<file path="src/rtl/julia_pkg.sv">
// Shared types and default geometry for the pixel-job dispatcher.
package julia_pkg;

    localparam int unsigned NB_DEFAULT   = 4;
    localparam int unsigned XMAX_DEFAULT = 640;
    localparam int unsigned YMAX_DEFAULT = 480;
    localparam int unsigned COORD_W      = 16;
    localparam int unsigned ADDR_W       = 32;

    typedef enum logic [1:0] {
        IDLE     = 2'd0,
        DISPATCH = 2'd1,
        DRAIN    = 2'd2,
        DONE     = 2'd3
    } dispatch_state_t;

    // Pointer width that stays legal for a single-core configuration.
    function automatic int unsigned ptr_width(input int unsigned n);
        return (n > 1) ? $clog2(n) : 1;
    endfunction

endpackage

</file>
<file path="src/rtl/rr_arbiter.sv">
// Combinational round-robin pick: first set request at or above ptr, wrapping mod NB.
module rr_arbiter
    import julia_pkg::*;
#(
    parameter int unsigned NB = NB_DEFAULT,
    parameter int unsigned PW = ptr_width(NB)
) (
    input  logic [NB-1:0] req,
    input  logic [PW-1:0] ptr,
    output logic [NB-1:0] grant_c,
    output logic          valid_c
);

    int unsigned idx;

    always_comb begin
        grant_c = '0;
        valid_c = 1'b0;
        idx     = 0;
        for (int unsigned k = 0; k < NB; k++) begin
            idx = (32'(ptr) + k) % NB;
            if (!valid_c && req[idx[PW-1:0]]) begin
                grant_c[idx[PW-1:0]] = 1'b1;
                valid_c              = 1'b1;
            end
        end
    end

endmodule

</file>
<file path="src/rtl/job_dispatch.sv">
// Hands out raster-ordered pixel jobs to NB cores, one launch per cycle at most.
module job_dispatch
    import julia_pkg::*;
#(
    parameter int unsigned NB   = NB_DEFAULT,
    parameter int unsigned XMAX = XMAX_DEFAULT,
    parameter int unsigned YMAX = YMAX_DEFAULT
) (
    input  logic                clk,
    input  logic                rst,
    input  logic                start,
    input  logic                enable,
    input  logic [NB-1:0]       busy,
    output logic [NB-1:0]       start_core,
    output logic [COORD_W-1:0]  job_x,
    output logic [COORD_W-1:0]  job_y,
    output logic [ADDR_W-1:0]   job_address,
    output logic                active,
    output logic                frame_done
);

    localparam int unsigned     PW     = ptr_width(NB);
    localparam logic [COORD_W-1:0] X_LAST = COORD_W'(XMAX - 1);
    localparam logic [COORD_W-1:0] Y_LAST = COORD_W'(YMAX - 1);

    dispatch_state_t      state_q, state_d;
    logic [COORD_W-1:0]   x_q, x_d, y_q, y_d;
    logic [PW-1:0]        ptr_q, ptr_d;
    logic [NB-1:0]        pend_q, pend_d;
    logic [ADDR_W-1:0]    addr_q, addr_d;

    logic [NB-1:0]        start_core_d;
    logic [COORD_W-1:0]   job_x_d, job_y_d;
    logic [ADDR_W-1:0]    job_address_d;
    logic                 active_d, frame_done_d;

    logic [NB-1:0]        eligible_c;
    logic [NB-1:0]        grant_c;
    logic                 grant_valid_c;
    logic [PW-1:0]        grant_idx_c;
    logic [PW-1:0]        ptr_inc_c;

    // A core is free only once it is idle and has acknowledged its last launch.
    assign eligible_c = ~busy & ~pend_q;

    rr_arbiter #(
        .NB (NB),
        .PW (PW)
    ) u_arb (
        .req     (eligible_c),
        .ptr     (ptr_q),
        .grant_c (grant_c),
        .valid_c (grant_valid_c)
    );

    always_comb begin
        grant_idx_c = '0;
        for (int unsigned i = 0; i < NB; i++) begin
            if (grant_c[i]) begin
                grant_idx_c = PW'(i);
            end
        end
        if (32'(grant_idx_c) == NB - 1) begin
            ptr_inc_c = '0;
        end else begin
            ptr_inc_c = grant_idx_c + PW'(1);
        end
    end

    // Next-state and next-output logic.
    always_comb begin
        state_d       = state_q;
        x_d           = x_q;
        y_d           = y_q;
        ptr_d         = ptr_q;
        addr_d        = addr_q;
        pend_d        = pend_q & ~busy;
        start_core_d  = '0;
        job_x_d       = job_x;
        job_y_d       = job_y;
        job_address_d = job_address;

        unique case (state_q)
            IDLE: begin
                if (start) begin
                    state_d = DISPATCH;
                    x_d     = '0;
                    y_d     = '0;
                    ptr_d   = '0;
                    addr_d  = '0;
                end
            end
            DISPATCH: begin
                if (enable && grant_valid_c) begin
                    start_core_d  = grant_c;
                    pend_d        = pend_d | grant_c;
                    job_x_d       = x_q;
                    job_y_d       = y_q;
                    job_address_d = addr_q;
                    addr_d        = addr_q + ADDR_W'(1);
                    ptr_d         = ptr_inc_c;
                    if (x_q == X_LAST) begin
                        x_d = '0;
                        if (y_q == Y_LAST) begin
                            y_d     = '0;
                            state_d = DRAIN;
                        end else begin
                            y_d = y_q + COORD_W'(1);
                        end
                    end else begin
                        x_d = x_q + COORD_W'(1);
                    end
                end
            end
            DRAIN: begin
                if ((busy == '0) && (pend_q == '0)) begin
                    state_d = DONE;
                end
            end
            DONE: begin
                state_d = IDLE;
            end
            default: begin
                state_d = IDLE;
            end
        endcase

        active_d     = (state_d == DISPATCH) || (state_d == DRAIN);
        frame_done_d = (state_d == DONE);
    end

    always_ff @(posedge clk) begin
        if (rst) begin
            state_q     <= IDLE;
            x_q         <= '0;
            y_q         <= '0;
            ptr_q       <= '0;
            pend_q      <= '0;
            addr_q      <= '0;
            start_core  <= '0;
            job_x       <= '0;
            job_y       <= '0;
            job_address <= '0;
            active      <= 1'b0;
            frame_done  <= 1'b0;
        end else begin
            state_q     <= state_d;
            x_q         <= x_d;
            y_q         <= y_d;
            ptr_q       <= ptr_d;
            pend_q      <= pend_d;
            addr_q      <= addr_d;
            start_core  <= start_core_d;
            job_x       <= job_x_d;
            job_y       <= job_y_d;
            job_address <= job_address_d;
            active      <= active_d;
            frame_done  <= frame_done_d;
        end
    end

endmodule

</file>
<file path="config.mk">
export PLATFORM = sky130hd
export DESIGN_NAME = job_dispatch
export DESIGN_NICKNAME = d
export VERILOG_FILES = /design/src/rtl/julia_pkg.sv /design/src/rtl/rr_arbiter.sv /design/src/rtl/job_dispatch.sv
export SDC_FILE = /design/constraint.sdc
export NUM_CORES = 1
export LEC_CHECK = 0
export BUFFER_PORTS_ARGS = -buffer_cell sky130_fd_sc_hd__buf_2
export CORE_MARGIN = 1.5
export CORE_UTILIZATION = 55
export CTS_CLUSTER_SIZE = 14
export DETAILED_ROUTE_END_ITERATION = 12
export GPL_TIMING_DRIVEN = 0
export MAX_ROUTING_LAYER = met4
export PLACE_DENSITY = 0.76
export SLEW_MARGIN = 20
export SYNTH_ARGS = -nofsm -noshare
export SYNTH_HDL_FRONTEND = slang
export SYNTH_SLANG_ARGS = --single-unit
</file>
<file path="constraint.sdc">
create_clock -name clk -period 3.58 [get_ports clk]
set_input_delay 0.358 -clock clk [delete_from_list [all_inputs] [get_ports clk]]
set_output_delay 0.358 -clock clk [all_outputs]
set_load 0.005 [all_outputs]
</file>
==> impl_metrics.ini <==
[run_status]
status = completed

[synthesis]
synth-async-reset-ratio = 0
synth_cell_types = 55
netlist_area_um2 = 6190
synth_flop_cell = dfxtp_1
synth_top_cells_by_count = 167 x nand2_1, 142 x dfxtp_1, 97 x a21oi_1, 76 x nor2_1
ys_ff_latch = 142
yosysSeqAreaShare = 0.460
yosys-top-cells-area = dfxtp_1 46%, nand2_1 10%, a21oi_1 7.8%
syn_avg_cell_area_um2 = 8.05
synth-edff-count = 0
synthCells = 768
yosys_warnings = 0
synth_nets = 788
synth.most_common_cell = nand2_1
yosys.area.top_type = dfxtp_1
synth_top_area_frac = 0.460

[routing]
wl_per_cell_um = 15.3
drc = 0
vias_per_cell = 5.77
routed_wl_mm = 15.5
ant_nets = 0
num_vias = 5856
first_iter_violations = 413
first_pass_iters = 5

[clocking]
post-cts-setup-buffer-count = 0
clk_pin_slew_ps = 60
cts_root_buffer = clkbuf_8
h-tree-depth = 4
cts_max_path_buffers = 2
postCtsResizedCells = 0
clk_latency_ps = 540
hold_buffers = 0
cts-buffers-inserted = 17
clock-sinks = 142
cts_tree = done

[power_and_ir_drop]
leakage_uw = 0.00274
powerDensity_nw_per_um2 = 485
vdd.ir_drop.worst_mv = 0.344

[cells_and_area]
drive_gt1_frac = 0.147
register_area_um2 = 2840
fill_cells = 955
postLayoutCoreUtil = 0.673
multi_input_area_um2 = 3160
layout-area-overhead-vs-synth_pct = 18.4
diodes = 0
num-nets-final = 883

[sta]
fin_tns_setup_ps = 0
clock_skew_ps = 5.57
min_period_ps = 2730
max_slew.worst_pin.slew_ps = 731
period_share = 0.762
rsz0062_at_grt = no
setup_violations = 0
fmax_mhz = 367
relSlewSlack = 0.513
hold_viol_final = 0
final_max_slew_viol_count = 0

[critical_path]
reg2reg_to = ptr_q[1]
ff2ff_path_depth = 8
path_class = register to register
worstSetupStartpoint = ptr_q[1]
start_kind = register
cp.required_ps = 4010
worst_setup_path_end_kind = register
r2r_start = ptr_q[1]
r2r_setup_slack_ps = 850
cp_max_fo = 9
critical_path.slowest_cell = dfxtp_1
worstPathArrival_ps = 3160
worstPathCellList = inv_1 -> ha_1 -> mux4_2 -> nor2b_4 -> a22o_1 -> a221oi_2 -> nand2_1 -> a32o_1
critPathMaxStageDelay_ps = 520

[global_routing]
grtUsageMet1 = 0.351
antenna_found_initial = 0
grt_usage = 0.283
grt_pass1_wl_mm = 25.5
first_global_vias = 5381
busiest_layer = met2
grt_max_degree = 17
grt_util_met2 = 0.441
use_met3 = 0.0574
gr-total-overflow = 0

[die]
die_x_um = 109
core_region_area_um2 = 10900
initial_utilization = 0.568
rows = 38
dieArea_um2 = 11900
die_height_um = 109
ios = 78

[placement]
port_buffers = 76
dp_hpwl_mm = 10.8
place_congestion = 0.882

[worst_hold_path]
whs_endpoint = pend_q[3]
whs_path_depth = 2
worstHoldStart = busy[3]
hold_path.class = primary input to register

[run]
cap_viol_max_count = 0
## how the worst max path moves through the flow
stage / slack [ps] / endpoint
after floorplan: 1300 / ptr_q[0]
after global placement: 920 / ptr_q[0]
after detailed placement: 900 / ptr_q[1]
after CTS: 890 / ptr_q[0]
after global routing: 620 / ptr_q[0]
final: 850 / ptr_q[1]
## metal layers
layer | up-vias | share of wire
met1 | 2738 | 0.45
met2 | 210 | 0.47
met4 | 0 | 0.023
met3 | 35 | 0.053
met5 | - | 0
li1 | 2873 | -
## cell families (layout without fill, tap and decap cells)
logic type	count (synthesis)	in the layout	synth area share
multiplexers	4	4	0.0105
AND/OR/NAND/NOR	366	366	0.271
flip-flops	142	142	0.460
adder cells (fa/ha/maj)	12	12	0.0243
XOR/XNOR	24	24	0.0340
buffers and inverters	48	155	0.0297
AO/OA/AOI/OAI	172	172	0.171
## layout by cell type (no fill, tap or decap), drive strengths merged, types with 7 or more instances in the layout
cell	count
and3	16
nor4	9
inv	7
dfxtp	142
xor2	18
a211oi	7
nand3	29
buf	87
a21oi	99
nor2	77
nor2b	12
nor3	12
ha	12
nand4	16
nand2	167
o21ai	32
clkbuf	56
## critical path, delay by kind of cell, from the launching register on
family                   cells  cell delay [ps]
buffers and inverters        1              230
multiplexers                 1              350
AND/OR/NAND/NOR              2              270
flip-flops                   1              520
AO/OA/AOI/OAI                3              830
adder cells (fa/ha/maj)      1              420
## through the flow
step	hold slack [ps]	setup WS (ps)	std cells	total power, µW	cell area, µm²
after floorplan	444	1300	768	1780	6190
after global placement	438	924	984	1840	6740
after detailed placement	444	899	984	1850	6740
after CTS	80.9	887	1015	3560	7330
after global routing	89.5	620	1015	3660	7330
final	87.1	852	1015	3560	7330
## power breakdown
part,internal (µW),switching (µW),total [µW]
sequential,1590,8.47,1600
clock,1100,642,1740
combinational,63.5,158,221
## flip-flops by register name (all words and copies together) (netlist names)
name         flops
active           1
addr_q          32
frame_done       1
job_address     32
job_x           16
job_y           16
pend_q           4
ptr_q            2
start_core       4
state_q          2
x_q             16
y_q             16
## cell type report
class | instances | share of cell area
multi-input cells | 578 | 0.431
flip-flops and latches | 142 | 0.388
plain buffers | 41 | 0.0215
repair buffers | 76 | 0.0519
clock buffers | 26 | 0.0693
inverters | 7 | 0.00359
clock inverters | 5 | 0.0106
well taps | 140 | 0.0239
Power figures use the tool's default switching activity.
